**src/rtl/bitcoin_nonce_select_pkg.sv**
```systemverilog
// Shared definitions for the nonce-select stage of the bitcoin hash core.
// Holds the FSM state encoding, default scan length, result-record layout
// and a helper that packs the first result word.
package bitcoin_pkg;

  typedef enum logic [1:0] {
    IDLE   = 2'd0,
    READ   = 2'd1,
    WRITE0 = 2'd2,
    WRITE1 = 2'd3
  } state_t;

  localparam int NUM_OF_NONCES_DEF = 16;
  localparam int RESULT_WORDS      = 2;

  // Result word 0 layout: found flag in the MSB, nonce index in the low byte.
  localparam int FOUND_BIT = 31;
  localparam int IDX_LSB   = 0;
  localparam int IDX_W     = 8;

  function automatic logic [31:0] pack_result_word(input logic found,
                                                   input logic [IDX_W-1:0] idx);
    logic [31:0] w;
    w = '0;
    w[FOUND_BIT] = found;
    w[IDX_LSB +: IDX_W] = idx;
    return w;
  endfunction

endpackage

```
**src/rtl/bitcoin_nonce_select_if.sv**
```systemverilog
// Memory bus shared with the hash core: single clock, synchronous write,
// read data returned the cycle after the address is presented.
// Ports (signals):
//   mem_clk        memory clock, driven by the master
//   mem_we         write enable
//   mem_addr       word address
//   mem_write_data write data
//   mem_read_data  read data from the memory
interface bitcoin_nonce_select_if #(
  parameter int ADDR_W = 16
);

  logic              mem_clk;
  logic              mem_we;
  logic [ADDR_W-1:0] mem_addr;
  logic [31:0]       mem_write_data;
  logic [31:0]       mem_read_data;

  modport master (
    output mem_clk,
    output mem_we,
    output mem_addr,
    output mem_write_data,
    input  mem_read_data
  );

  modport slave (
    input  mem_clk,
    input  mem_we,
    input  mem_addr,
    input  mem_write_data,
    output mem_read_data
  );

endinterface

```
**src/rtl/bitcoin_nonce_select_nonce_cmp_track.sv**
```systemverilog
// Registered tracker for one scan: remembers the first nonce whose H0 is
// strictly below the target, and the smallest H0 seen so far.
// Ports:
//   clk, rst_n      clock, async active-low reset
//   clr             start of a new scan: reset the tracked results
//   vld             h0/idx carry a fresh word this cycle
//   idx, h0, target candidate nonce index, its H0 and the pass threshold
//   found, nonce_idx, min_hash     registered results
//   found_nxt, nonce_idx_nxt       values the registers take at the next edge
module nonce_cmp_track
  import bitcoin_pkg::*;
(
  input  logic             clk,
  input  logic             rst_n,
  input  logic             clr,
  input  logic             vld,
  input  logic [IDX_W-1:0] idx,
  input  logic [31:0]      h0,
  input  logic [31:0]      target,
  output logic             found,
  output logic [IDX_W-1:0] nonce_idx,
  output logic [31:0]      min_hash,
  output logic             found_nxt,
  output logic [IDX_W-1:0] nonce_idx_nxt
);

  logic             r_found;
  logic [IDX_W-1:0] r_idx;
  logic [31:0]      r_min;
  logic [31:0]      w_min_nxt;

  // Only the first passing nonce is recorded; strict compare on the minimum
  // keeps the earlier word on ties.
  always_comb begin
    found_nxt     = r_found;
    nonce_idx_nxt = r_idx;
    w_min_nxt     = r_min;
    if (clr) begin
      found_nxt     = 1'b0;
      nonce_idx_nxt = '0;
      w_min_nxt     = 32'hFFFF_FFFF;
    end else if (vld) begin
      if (!r_found && (h0 < target)) begin
        found_nxt     = 1'b1;
        nonce_idx_nxt = idx;
      end
      if (h0 < r_min) begin
        w_min_nxt = h0;
      end
    end
  end

  always_ff @(posedge clk or negedge rst_n) begin
    if (!rst_n) begin
      r_found <= 1'b0;
      r_idx   <= '0;
      r_min   <= 32'hFFFF_FFFF;
    end else begin
      r_found <= found_nxt;
      r_idx   <= nonce_idx_nxt;
      r_min   <= w_min_nxt;
    end
  end

  assign found     = r_found;
  assign nonce_idx = r_idx;
  assign min_hash  = r_min;

endmodule

```
**src/rtl/bitcoin_nonce_select.sv**
```systemverilog
// Nonce selection stage: scans NUM_OF_NONCES H0 words from memory, reports
// the lowest nonce whose H0 is below the target plus the minimum H0, and
// writes a two-word result record {found/idx, min_hash} back to memory.
// Ports:
//   clk, reset_n    clock, async active-low reset
//   start           begin a scan (sampled in IDLE only)
//   hash_addr       address of nonce 0's H0 word
//   result_addr     address of the 2-word result record
//   target          pass threshold (H0 < target)
//   done            high while idle
//   found, nonce_idx, min_hash  results of the last scan
//   mem             memory bus master
module bitcoin_nonce_select
  import bitcoin_pkg::*;
#(
  parameter int NUM_OF_NONCES = NUM_OF_NONCES_DEF,
  parameter int ADDR_W        = 16
) (
  input  logic                    clk,
  input  logic                    reset_n,
  input  logic                    start,
  input  logic [ADDR_W-1:0]       hash_addr,
  input  logic [ADDR_W-1:0]       result_addr,
  input  logic [31:0]             target,
  output logic                    done,
  output logic                    found,
  output logic [IDX_W-1:0]        nonce_idx,
  output logic [31:0]             min_hash,
  bitcoin_nonce_select_if.master  mem
);

  // Read counter spans 0..NUM_OF_NONCES (one extra cycle to catch the last word).
  localparam int             KW  = 9;
  localparam logic [KW-1:0]  N_K = KW'(NUM_OF_NONCES);

  state_t            r_state;
  state_t            w_next_state;
  logic              w_clr;
  logic              w_vld;
  logic [KW-1:0]     r_k;
  logic [KW-1:0]     w_k_inc;
  logic [ADDR_W-1:0] r_hash_addr;
  logic [ADDR_W-1:0] r_result_addr;
  logic [31:0]       r_target;
  logic              r_mem_we;
  logic [ADDR_W-1:0] r_mem_addr;
  logic [31:0]       r_mem_wdata;
  logic              w_found_nxt;
  logic [IDX_W-1:0]  w_idx_nxt;
  logic [IDX_W-1:0]  w_cap_idx;

  assign w_k_inc   = r_k + 9'd1;
  // Word arriving in cycle k belongs to nonce k-1.
  assign w_cap_idx = IDX_W'(r_k - 9'd1);

  always_ff @(posedge clk or negedge reset_n) begin
    if (!reset_n) begin
      r_state <= IDLE;
    end else begin
      r_state <= w_next_state;
    end
  end

  always_comb begin
    w_next_state = r_state;
    w_clr        = 1'b0;
    w_vld        = 1'b0;
    case (r_state)
      IDLE: begin
        if (start) begin
          w_next_state = READ;
          w_clr        = 1'b1;
        end
      end
      READ: begin
        w_vld = (r_k != '0);
        if (r_k == N_K) begin
          w_next_state = WRITE0;
        end
      end
      WRITE0:  w_next_state = WRITE1;
      WRITE1:  w_next_state = IDLE;
      default: w_next_state = IDLE;
    endcase
  end

  // Bus outputs are registered, so each cycle's address/data is loaded at
  // the edge that enters that cycle. Word 0 of the record therefore uses the
  // tracker's next values, since the last nonce is captured on the same edge.
  always_ff @(posedge clk or negedge reset_n) begin
    if (!reset_n) begin
      r_k           <= '0;
      r_hash_addr   <= '0;
      r_result_addr <= '0;
      r_target      <= '0;
      r_mem_we      <= 1'b0;
      r_mem_addr    <= '0;
      r_mem_wdata   <= '0;
    end else begin
      case (r_state)
        IDLE: begin
          r_mem_we <= 1'b0;
          if (start) begin
            r_hash_addr   <= hash_addr;
            r_result_addr <= result_addr;
            r_target      <= target;
            r_k           <= '0;
            r_mem_addr    <= hash_addr;
          end
        end
        READ: begin
          r_k <= w_k_inc;
          if (r_k == N_K) begin
            r_mem_we    <= 1'b1;
            r_mem_addr  <= r_result_addr;
            r_mem_wdata <= pack_result_word(w_found_nxt, w_idx_nxt);
          end else if (w_k_inc < N_K) begin
            r_mem_addr <= r_hash_addr + ADDR_W'(w_k_inc);
          end
        end
        WRITE0: begin
          r_mem_addr  <= r_result_addr + ADDR_W'(1);
          r_mem_wdata <= min_hash;
        end
        WRITE1: begin
          r_mem_we <= 1'b0;
        end
        default: begin
          r_mem_we <= 1'b0;
        end
      endcase
    end
  end

  nonce_cmp_track u_track (
    .clk           (clk),
    .rst_n         (reset_n),
    .clr           (w_clr),
    .vld           (w_vld),
    .idx           (w_cap_idx),
    .h0            (mem.mem_read_data),
    .target        (r_target),
    .found         (found),
    .nonce_idx     (nonce_idx),
    .min_hash      (min_hash),
    .found_nxt     (w_found_nxt),
    .nonce_idx_nxt (w_idx_nxt)
  );

  assign done               = (r_state == IDLE);
  assign mem.mem_clk        = clk;
  assign mem.mem_we         = r_mem_we;
  assign mem.mem_addr       = r_mem_addr;
  assign mem.mem_write_data = r_mem_wdata;

endmodule

```
**src/flat_wrapper.sv**
```systemverilog
// flat-port wrapper written by rule: the top's interface ports become plain ports
module bitcoin_nonce_select_flat import bitcoin_pkg::*;
#(
  parameter int NUM_OF_NONCES = NUM_OF_NONCES_DEF,
  parameter int ADDR_W        = 16
)
  (clk, reset_n, start, hash_addr, result_addr, target, done, found, nonce_idx, min_hash, mem_mem_clk, mem_mem_we, mem_mem_addr, mem_mem_write_data, mem_mem_read_data);
  bitcoin_nonce_select_if #(.ADDR_W(ADDR_W)) mem_i ();
  input  logic clk;
  input  logic reset_n;
  input  logic start;
  input  logic [ADDR_W-1:0] hash_addr;
  input  logic [ADDR_W-1:0] result_addr;
  input  logic [31:0] target;
  output logic done;
  output logic found;
  output logic [IDX_W-1:0] nonce_idx;
  output logic [31:0] min_hash;
  output wire logic [$bits(mem_i.mem_clk)-1:0] mem_mem_clk;
  output wire logic [$bits(mem_i.mem_we)-1:0] mem_mem_we;
  output wire logic [$bits(mem_i.mem_addr)-1:0] mem_mem_addr;
  output wire logic [$bits(mem_i.mem_write_data)-1:0] mem_mem_write_data;
  input wire logic [$bits(mem_i.mem_read_data)-1:0] mem_mem_read_data;
  assign mem_mem_clk = mem_i.mem_clk;
  assign mem_mem_we = mem_i.mem_we;
  assign mem_mem_addr = mem_i.mem_addr;
  assign mem_mem_write_data = mem_i.mem_write_data;
  assign mem_i.mem_read_data = mem_mem_read_data;
  bitcoin_nonce_select #(.NUM_OF_NONCES(NUM_OF_NONCES), .ADDR_W(ADDR_W)) u_core (.clk(clk), .reset_n(reset_n), .start(start), .hash_addr(hash_addr), .result_addr(result_addr), .target(target), .done(done), .found(found), .nonce_idx(nonce_idx), .min_hash(min_hash), .mem(mem_i));
endmodule
```
**config.mk**
```make
export PLATFORM = sky130hd
export DESIGN_NAME = bitcoin_nonce_select_flat
export DESIGN_NICKNAME = d
export VERILOG_FILES = /design/src/rtl/bitcoin_nonce_select_pkg.sv /design/src/rtl/bitcoin_nonce_select_if.sv /design/src/rtl/bitcoin_nonce_select_nonce_cmp_track.sv /design/src/rtl/bitcoin_nonce_select.sv /design/src/flat_wrapper.sv
export SDC_FILE = /design/constraint.sdc
export NUM_CORES = 1
export LEC_CHECK = 0
export BUFFER_PORTS_ARGS = -buffer_cell sky130_fd_sc_hd__buf_2
export CORE_UTILIZATION = 40
export DETAILED_ROUTE_END_ITERATION = 10
export PLACE_DENSITY = 0.61
export SLEW_MARGIN = 20
export SYNTH_ARGS = -nofsm -noshare
export SYNTH_HDL_FRONTEND = slang
export SYNTH_SLANG_ARGS = --single-unit
```
**constraint.sdc**
```tcl
create_clock -name clk -period 5.6 [get_ports clk]
set_input_delay 0.56 -clock clk [delete_from_list [all_inputs] [get_ports clk]]
set_output_delay 0.56 -clock clk [all_outputs]
set_load 0.01 [all_outputs]
```
# == Word-level counts from Yosys, hierarchy flattened ==
# Cells that the tools add are included.
# totals
ff_bits,165
# op_classes
add_sub_neg,4
magnitude_cmp,3
eq_ne,7
muxes,25
reduce_logical,18
# op_table
cell,n
$mux W32,4
$lt A32 B32 Y1,2
$pmux W32 S2,1
$mux W16,3
$pmux W16 S3,1
$mux W8,3
$pmux W9 S2,1
$add A16 B1 Y16 const B,1
$add A16 B9 Y16,1
$reduce_and A2 Y1,6
$reduce_bool A2 Y1,5
$add A9 B1 Y9 const B,1
$eq A9 B5 Y1 const B,1
$lt A9 B5 Y1 const B,1
$mux W9,1
$reduce_bool A9 Y1,1
$pmux W2 S4,1
$sub A8 B1 Y8 const B,1
$mux W1,7
$eq A2 B2 Y1 const B,2
$mux W2,2
$ne A3 B1 Y1 const B,1
$reduce_and A3 Y1,1
$reduce_bool A3 Y1,1
other kinds (8),8

# == Logic depth before layout (Yosys ltp) ==
# Gate-level depths: netlist of the first run.
# depth
depth_word,7
ltp_mapped,12
ltp_nobuf,12

# == By module ==
# From an unflattened synthesis of the first run, not the netlist that was laid out.
# unflattened
hier_cells,925
area_unflattened_um2,9764.4
# modules_own_cells
module,instances,cells_per_inst,area_each_um2,seq_area_each_um2
bitcoin_nonce_select,1,558,6386.1,3103.0
nonce_cmp_track,1,367,3378.2,1066.0

==> impl_metrics.tcl, run 1 <==
set metrics [dict create \
    origin_of_the_critical_flop_to_flop_path "u_core.r_k[0]" \
    grt_first_pass_wirelength_mm 43.6 \
    final_layout_size_suffix_gt1_frac 0.223 \
    multi_input_comb_area_sq_um 4870 \
    power.leakage_nw 5.65 \
    place_ws_ns 1.97 \
    yosysUniqueCellTypes 66 \
    gp_congestion 0.911 \
    port_buffers 190 \
    status "finished, final reports clean" \
    report.final.setup_viol 0 \
    synth_largest_area_cell "sky130_fd_sc_hd__dfrtp_1" \
    worst_hold_startpoint "result_addr[15]" \
    synth_top_flop_cell "sky130_fd_sc_hd__dfrtp_1" \
    design.core.area_sq_um 23500 \
    totalPowerFinal_mw 7.11 \
    row_count 56 \
    slew_viol_final 0 \
    first_global_vias 7883 \
    synthToLayoutAreaGrowth_pct 20.2 \
    place_inst 1529 \
    mappedNetlistArea_sq_um 9570 \
    setup.worst_path.start_class "clock port" \
    worst_slew_pin_tran_ns 1.01 \
    clock_skew_ns 0.0102 \
    hpwl_mm 20.1 \
    antenna_found_initial 5 \
    max_slew_headroom 0.322 \
    drt_first_pass_iters 5 \
    post-cts-setup-buffers 0 \
    rsz0062_at_grt "false" \
    setup_ws_ns 1.87 \
    global_route.usage.total 0.234 \
    pwr_per_cell_area_nw_per_um2 618 \
    synth_enable_flop_cells 0 \
    drc 0 \
    die_width_microns 157 \
    skew_pair_late_insertion_delay_ns 0.55 \
    grt_overflow 0 \
    viasPerCell 5.35 \
    grt_start_max_net_pins 77 \
    antenna_violating_nets_remaining 0 \
    worst-setup-path-type "clock port to output port" \
    share_of_the_synthesized_area_in_the_top_cell_type 0.348 \
    critPathRequiredTime_ns 5.04 \
    cp-startpoint "clk" \
    vdd_drop_max_mv 0.273 \
    ys_top_cells_by_area "sky130_fd_sc_hd__dfrtp_1 (35%), sky130_fd_sc_hd__ha_1 (10%), sky130_fd_sc_hd__dfstp_2 (8.8%)" \
    ys_async_sr_fraction 1.00 \
    cp_max_fo 2 \
    min_path_type "primary input to register" \
    non_filler_instance_count_after_layout 1572 \
    sequential_cell_area_fraction_in_the_yosys_report 0.436 \
    syn_inst 1072 \
    final_net_count 1413 \
    synthesis.yosys.warnings 0 \
    via_count 8404 \
    die_area_sq_um 24500 \
    seqCellArea_sq_um 4170 \
    yosys_register_bits 165 \
    timing.setup.tns_ns 0 \
    drt-total-wl_mm 27.5 \
    cp.arrival_ns 3.17 \
    ioPinCount 191 \
    finalHoldViolCount 0 \
    initial_utilization 0.408 \
    die_y_microns 157 \
    syn_avg_cell_area_sq_um 8.93 \
    drv.max_cap_violation_count 0 \
    worstSetupEndpointType "output port" \
    clock_pin_transition_on_the_worst_setup_and_hold_timing_paths_ns 0.06 \
    wl_per_cell_microns 17.5 \
    nFillCells 2298 \
    most_instantiated_library_cell_after_synthesis "sky130_fd_sc_hd__nand2_1" \
    initialDrtViolationCount 681 \
    syn-num-nets 1251 \
    ys_top_cells_by_count "sky130_fd_sc_hd__nand2_1 (194), sky130_fd_sc_hd__dfrtp_1 (133), sky130_fd_sc_hd__o21ai_0 (102)" \
    tritoncts_clock_tree "yes" \
]
[cell families after synthesis]
family          synth area share
mux                       0.0105
xor+xnor                  0.0311
flops                      0.436
compound gates             0.176
buf+inv                   0.0591
simple gates               0.182
fa+ha+maj                  0.105
[sequential cells by signal (all words and copies together) (netlist names)]
name	count
u_core.r_hash_addr	16
u_core.r_result_addr	16
u_core.mem.mem_addr	16
u_core.mem.mem_write_data	32
u_core.mem.mem_we	1
u_core.r_target	32
u_core.r_state	2
u_core.r_k	9
u_core.u_track.nonce_idx	8
u_core.u_track.found	1
u_core.u_track.min_hash	32
[critical path: stages]
cell and delay [ns]:
sky130_fd_sc_hd__clkbuf_16 0.12, sky130_fd_sc_hd__clkbuf_16 0.13, sky130_fd_sc_hd__buf_2 0.13
[layout by cell type (no fill, tap or decap), types with 16 or more instances in the layout]
| cell | instances |
|---|---|
| sky130_fd_sc_hd__nand2_1 | 193 |
| sky130_fd_sc_hd__buf_2 | 189 |
| sky130_fd_sc_hd__dfrtp_1 | 133 |
| sky130_fd_sc_hd__o21ai_0 | 101 |
| sky130_fd_sc_hd__inv_1 | 83 |
| sky130_fd_sc_hd__nand3_1 | 82 |
| sky130_fd_sc_hd__ha_1 | 79 |
| sky130_fd_sc_hd__nor2_1 | 41 |
| sky130_fd_sc_hd__dfstp_2 | 32 |
| sky130_fd_sc_hd__a21oi_1 | 30 |
| sky130_fd_sc_hd__a22o_1 | 26 |
| sky130_fd_sc_hd__clkbuf_16 | 20 |
| sky130_fd_sc_hd__xnor2_1 | 19 |
| sky130_fd_sc_hd__nor3_1 | 18 |
| sky130_fd_sc_hd__nand4_1 | 16 |
[power breakdown]
part	switching [mW]	total, mW	leakage, nW	internal (mW)
Combinational	2.06	3.42	3.32	1.37
Clock	0.524	1.35	0.325	0.825
Sequential	0.482	2.34	2.00	1.86
[path summary, 6_finish.rpt]
path,slack [ns],to,depth (start not counted)
max in group asynchronous,3.69,u_core.mem.mem_write_data[5],3
worst max register to register,2.16,u_core.mem.mem_addr[8],11
worst min-delay path,0.20,u_core.r_result_addr[15],3
worst max-delay path,1.87,mem_mem_clk,3
worst min register to register,0.47,u_core.mem.mem_addr[8],2
min in group asynchronous,0.53,u_core.mem.mem_write_data[27],2
[metrics by stage]
stage | cell area (sq um) | util | hold WS (ns)
6_report | 11500 | 0.490 | 0.201
5_1_grt | 11500 | 0.490 | 0.195
4_1_cts | 11500 | 0.489 | 0.192
3_5_place_dp | 10800 | 0.459 | 0.461
3_3_place_gp | 10700 | 0.457 | 0.460
2_1_floorplan | 9570 | - | 0.264
[routing by layer]
layer  vias to the layer above  global-route usage  share of wire
met4                         0              0.0868          0.012
li1                       4089                   -              -
met5                         -                   0              0
met2                       283               0.355           0.46
met3                        23              0.0407          0.064
met1                      4009               0.333           0.47
[cell type report]
type	count	share of cell area
antenna	6	0.00131
timing repair buffer	198	0.0906
inverter	83	0.0271
sequential	165	0.362
tap	319	0.0347
multi-input combinational	765	0.424
clock buffer	26	0.0473
clock inverter	10	0.0127
[repair_timing]
action	CTS	global route
endpoints found under the hold margin	32	0
hold buffers	1	0
gates resized for setup	0	0
No activity file was read; power rests on OpenSTA's default activity.
==> inputs of run 2 (changes only) <==
Settings changed: ABC_AREA set to 1, PLACE_DENSITY 0.61 to 0.63.
Clock period 5.6 ns to 3.1 ns, I/O delays scaled along.
==> impl_metrics.tcl, run 2 <==
set metrics [dict create \
    ioPinCount 191 \
    mappedNetlistArea_sq_um 9840 \
    drt_first_pass_iters 5 \
    period_minus_slack_ns 2.81 \
    multi_input_comb_area_sq_um 4740 \
    antenna_violating_nets_remaining 0 \
    global_route.usage.met2 0.342 \
    setup.worst_path.start_class "register" \
    port_buffers 190 \
    tritoncts_clock_tree "yes" \
    yosys_register_bits 165 \
    ys_top_cells_by_count "sky130_fd_sc_hd__nand2_1 (336), sky130_fd_sc_hd__inv_1 (185), sky130_fd_sc_hd__dfrtp_1 (133)" \
    ys_top_cells_by_area "sky130_fd_sc_hd__dfrtp_1 (34%), sky130_fd_sc_hd__nand2_1 (13%), sky130_fd_sc_hd__ha_1 (10%)" \
    diodes 0 \
    grt_overflow 0 \
    worst_hold_slack_ns 0.0145 \
    share_of_the_synthesized_area_in_the_top_cell_type 0.338 \
    report.final.setup_viol 0 \
    initial_utilization 0.406 \
    vdd_drop_max_mv 0.552 \
    seqCellArea_sq_um 4170 \
    totalPowerFinal_mw 13.2 \
    slew_viol_final 0 \
    row_count 57 \
    grt_use_met3 0.0457 \
    final_net_count 1644 \
    power.leakage_nw 6.61 \
    grt_first_pass_wirelength_mm 44.1 \
    ys_async_sr_fraction 1.00 \
    drc 0 \
    max_slew_headroom 0.511 \
    die_width_microns 159 \
    timing.setup.tns_ns 0 \
    design.core.area_sq_um 24200 \
    synth_compound_area_frac 0.128 \
    mostFrequentLayoutCells "sky130_fd_sc_hd__nand2_1 (335), sky130_fd_sc_hd__buf_2 (189), sky130_fd_sc_hd__inv_1 (185)" \
    worst_slew_pin_tran_ns 0.732 \
    global_route.usage.total 0.220 \
    wl_per_cell_microns 15.1 \
    synth.mux.area_fraction 0.00916 \
    synth_top_flop_cell "sky130_fd_sc_hd__dfrtp_1" \
    skew_pair_late_insertion_delay_ns 0.55 \
    first_global_vias 8675 \
    critPathRequiredTime_ns 3.53 \
    syn_inst 1274 \
    layout.cells.most_common "sky130_fd_sc_hd__nand2_1" \
    yosysUniqueCellTypes 48 \
    synth-adder-area-share 0.103 \
    nFillCells 2440 \
    grt_busiest_layer "met2" \
    status "finished, final reports clean" \
    cts_resized 0 \
    die_area_sq_um 25200 \
    synth-xor-area-share 0.00890 \
    synthToLayoutAreaGrowth_pct 21.4 \
    drt-total-wl_mm 27.2 \
    synthesis.yosys.warnings 0 \
    synth_largest_area_cell "sky130_fd_sc_hd__dfrtp_1" \
    via_count 8916 \
    cp.arrival_ns 3.25 \
    syn_avg_cell_area_sq_um 7.72 \
    synth_enable_flop_cells 0 \
    met1_usage 0.300 \
    synthSimpleGateAreaFrac 0.233 \
    dominant_combinational_cell_family_by_area_after_synthesis "simple AND/OR/NAND/NOR gates" \
    antenna_found_initial 0 \
    sequential_cell_area_fraction_in_the_yosys_report 0.424 \
    final_layout_size_suffix_gt1_frac 0.206 \
    cp_max_fo 5 \
    pwr_per_cell_area_nw_per_um2 1110 \
    hpwl_mm 20.0 \
    stdcell_area_sq_um 11900 \
    most_instantiated_library_cell_after_synthesis "sky130_fd_sc_hd__nand2_1" \
    layout_worst_path_cycle_share 0.908 \
    rsz0062_at_grt "false" \
    die_y_microns 159 \
    worst-setup-path-type "register to register" \
    drv.max_cap_violation_count 0 \
    finalHoldViolCount 0 \
    timing.fmax_ghz 0.355 \
    placed_area_sq_um 11200 \
    min_path_type "primary input to register" \
    clock_skew_ns 0.0151 \
    initialDrtViolationCount 647 \
    grt_start_max_net_pins 71 \
    viasPerCell 4.95 \
    worstSetupEndpointType "register" \
    clock_pin_transition_on_the_worst_setup_and_hold_timing_paths_ns 0.08 \
    gp_congestion 0.913 \
    syn-num-nets 1453 \
]
[run 2: kinds of logic after synthesis]
family / count (synthesis)
fa+ha+maj: 80
buf+inv: 242
simple gates: 545
mux: 8
flops: 165
compound gates: 224
xor+xnor: 10
[run 2: metrics by stage]
| stage | setup slack, ns | instances | utilization |
|---|---|---|---|
| after floorplan | 0.631 | 1274 | - |
| after global placement | 0.372 | 1756 | 0.460 |
| after detailed placement | 0.345 | 1756 | 0.460 |
| after CTS | 0.328 | 1802 | 0.492 |
| after global routing | 0.00644 | 1802 | 0.492 |
| final | 0.287 | 1802 | 0.492 |
[run 2: timing repair]
item	4_1_cts	5_1_grt
hold buffers	11	0
setup endpoints to repair	0	0
buffers inserted	0	0
hold endpoints to repair	42	0
[run 2: routing by layer]
layer / wire (microns) / up-vias
met4: 649 / 0
met3: 1300 / 49
li1: - / 4506
met1: 12900 / 4141
met2: 12300 / 220
met5: 0 / -
[run 2: final cells by class]
cell class | count | area share
repair buffers | 217 | 0.103
well taps | 324 | 0.0339
multi-input cells | 867 | 0.397
flip-flops and latches | 165 | 0.349
clock buffers | 23 | 0.0446
clock inverters | 13 | 0.0115
inverters | 193 | 0.0607
[run 2: where the power goes]
group / switching [mW] / total (mW) / internal, mW
clock network: 1.00 / 2.35 / 1.35
registers: 0.679 / 4.03 / 3.35
logic: 4.35 / 6.82 / 2.47
total: 6.03 / 13.2 / 7.17
[run 2: final timing paths]
path,start,endpoint,slack [ns],cells after the start
setup reg to reg,u_core.r_k[0],u_core.mem.mem_addr[15],0.29,16
max in group asynchronous,reset_n,u_core.u_track.min_hash[30],2.04,3
min in group asynchronous,reset_n,u_core.mem.mem_addr[5],0.24,2
hold / removal,target[7],u_core.r_target[7],0.01,3
setup / recovery,u_core.r_k[0],u_core.mem.mem_addr[15],0.29,16
hold reg to reg,u_core.mem.mem_write_data[6],u_core.mem.mem_write_data[6],0.47,2
[run 2: critical path: stages (launching register included)]
cell and delay, ns:
sky130_fd_sc_hd__dfrtp_1 0.40, sky130_fd_sc_hd__ha_1 0.20, sky130_fd_sc_hd__nand2_1 0.10, sky130_fd_sc_hd__nor2_2 0.13
sky130_fd_sc_hd__nand3_2 0.09, sky130_fd_sc_hd__xor2_1 0.18, sky130_fd_sc_hd__inv_1 0.11, sky130_fd_sc_hd__ha_1 0.30
sky130_fd_sc_hd__a21oi_1 0.15, sky130_fd_sc_hd__o21a_1 0.13, sky130_fd_sc_hd__nand2_1 0.07, sky130_fd_sc_hd__a21oi_1 0.35
sky130_fd_sc_hd__nor2_1 0.13, sky130_fd_sc_hd__a21oi_1 0.15, sky130_fd_sc_hd__nor2_1 0.06, sky130_fd_sc_hd__o21ai_1 0.11
sky130_fd_sc_hd__nand2_1 0.05
==> inputs of run 3 (changes only) <==
Settings changed: CTS_CLUSTER_SIZE set to 10, GPL_TIMING_DRIVEN set to 0, PLACE_DENSITY 0.63 to 0.61.
Clock period 3.1 ns to 3.61 ns, I/O delays scaled along.
==> impl_metrics.tcl, run 3 (synthesis results as in run 2) <==
set metrics [dict create \
    power.share.clock 0.176 \
    worst_slew_pin_tran_ns 0.864 \
    wl_per_cell_microns 16.0 \
    seqCellArea_sq_um 4170 \
    pwr_per_cell_area_nw_per_um2 966 \
    hpwl_mm 22.3 \
    hold_depth 2 \
    global_route.usage.total 0.240 \
    non_filler_instance_count_after_layout 1825 \
    worstSetupEndpointType "register" \
    min_path_type "primary input to register" \
    initial_utilization 0.406 \
    first_global_vias 8758 \
    via_count 9168 \
    report.final.setup_viol 0 \
    post-cts-setup-buffers 0 \
    combinationalPowerShare 0.527 \
    worst_r2r_path_depth 16 \
    row_count 57 \
    worst_hold_path.endpoint "u_core.r_target[0]" \
    drt_first_pass_iters 5 \
    diodes 0 \
    viasPerCell 5.02 \
    port_buffers 190 \
    timing.setup.tns_ns 0 \
    mostFrequentLayoutCells "sky130_fd_sc_hd__nand2_1 (336), sky130_fd_sc_hd__buf_2 (196), sky130_fd_sc_hd__inv_1 (185)" \
    design.core.area_sq_um 24200 \
    clock_skew_ns 0.0138 \
    antenna_found_initial 0 \
    layout.cells.most_common "sky130_fd_sc_hd__nand2_1" \
    die_width_microns 159 \
    critPathRequiredTime_ns 4.04 \
    setup.worst_path.start_class "register" \
    skew_pair_late_insertion_delay_ns 0.55 \
    origin_of_the_critical_flop_to_flop_path "u_core.r_k[0]" \
    initialDrtViolationCount 697 \
    cp_max_fo 5 \
    ioPinCount 191 \
    final_layout_size_suffix_gt1_frac 0.198 \
    place_inst 1789 \
    timing.fmax_ghz 0.335 \
    finalHoldViolCount 0 \
    switching_component_of_the_power_mw 5.33 \
    cp-startpoint "u_core.r_k[0]" \
    drt-total-wl_mm 29.3 \
    status "finished, final reports clean" \
    slew_viol_final 0 \
    power_frac_seq 0.298 \
    critical_path.reg2reg.endpoint "u_core.mem.mem_addr[15]" \
    grt_overflow 0 \
    period_minus_slack_ns 2.99 \
    die_y_microns 159 \
    synthToLayoutAreaGrowth_pct 21.0 \
    grt_start_max_net_pins 88 \
    gp_congestion 0.867 \
    drc 0 \
    layout_worst_path_cycle_share 0.828 \
    worst_hold_startpoint "target[0]" \
    power.leakage_nw 6.56 \
    rsz0062_at_grt "false" \
    antenna_violating_nets_remaining 0 \
    cp.arrival_ns 3.42 \
    grt_first_pass_wirelength_mm 47.0 \
    vdd_drop_max_mv 0.409 \
    cellInternalPower_mw 6.16 \
    final_net_count 1667 \
    nFillCells 2433 \
    power.switching_fraction 0.464 \
    tritoncts_clock_tree "yes" \
    drv.max_cap_violation_count 0 \
    multi_input_comb_area_sq_um 4740 \
    clock_pin_transition_on_the_worst_setup_and_hold_timing_paths_ns 0.07 \
    r2r_setup_slack_ns 0.62 \
    max_slew_headroom 0.424 \
    worst-setup-path-type "register to register" \
    die_area_sq_um 25200 \
]
==> run 3: critical path, cell delays in order, from the launching register on <==
cell                      delay (ns)
sky130_fd_sc_hd__dfrtp_1        0.43
sky130_fd_sc_hd__ha_1           0.21
sky130_fd_sc_hd__nand2_1        0.09
sky130_fd_sc_hd__nor2_2         0.13
sky130_fd_sc_hd__nand3_2        0.10
sky130_fd_sc_hd__xor2_1         0.23
sky130_fd_sc_hd__inv_1          0.13
sky130_fd_sc_hd__ha_1           0.31
sky130_fd_sc_hd__a21oi_1        0.16
sky130_fd_sc_hd__o21a_1         0.13
sky130_fd_sc_hd__nand2_1        0.09
sky130_fd_sc_hd__a21oi_1        0.34
sky130_fd_sc_hd__nor2_1         0.13
sky130_fd_sc_hd__a21oi_1        0.15
sky130_fd_sc_hd__nor2_1         0.06
sky130_fd_sc_hd__o21ai_1        0.13
sky130_fd_sc_hd__nand2_1        0.06
==> run 3: repair_timing <==
item / CTS / global route
resized for setup: 0 / 0
endpoints found under the hold margin: 68 / 0
hold buffers: 1 / 0
==> run 3: layout make-up <==
class / instances / share of cell area
Sequential cell: 165 / 0.350
Timing Repair Buffer: 191 / 0.0835
Multi-Input combinational cell: 867 / 0.398
Buffer: 49 / 0.0175
Clock buffer: 25 / 0.0463
Inverter: 193 / 0.0609
Tap cell: 324 / 0.0341
Clock inverter: 11 / 0.00946
==> run 3: stage by stage <==
stage	util	setup slack (ns)	instance area, sq um	hold WS (ns)	total power, mW
floorplan	-	1.14	9840	0.0654	7.42
global placement	0.462	-0.599	11200	0.460	9.38
detailed placement	0.463	0.676	11200	0.432	9.50
CTS	0.491	0.655	11900	0.0369	11.5
global route	0.491	0.310	11900	0.0419	12.5
finish	0.491	0.621	11900	0.0442	11.5
==> run 3: how the worst max path moves through the flow <==
stage | end | slack (ns) | depth (start not counted)
finish | u_core.mem.mem_addr[15] | 0.62 | 16
global route | u_core.mem.mem_addr[15] | 0.31 | 16
CTS | u_core.mem.mem_addr[15] | 0.66 | 16
detailed placement | u_core.mem.mem_addr[15] | 0.68 | 16
global placement | u_core.mem.mem_addr[12] | -0.60 | 1
floorplan | u_core.mem.mem_addr[15] | 1.14 | 16
==> run 3: per-layer routing <==
metal	part of all wire	GRT usage
met1	0.48	0.336
met2	0.45	0.370
met3	0.059	0.0572
met4	0.016	0.0649
met5	0	0
==> run 3: power by group through the flow <==
stage / logic (mW) / registers (mW) / clock network [mW]
floorplan: 3.83 / 3.57 / 0.0228
global placement: 5.93 / 3.42 / 0.0316
detailed placement: 6.03 / 3.44 / 0.0316
CTS: 6.07 / 3.41 / 2.06
global route: 6.87 / 3.53 / 2.14
finish: 6.06 / 3.42 / 2.02
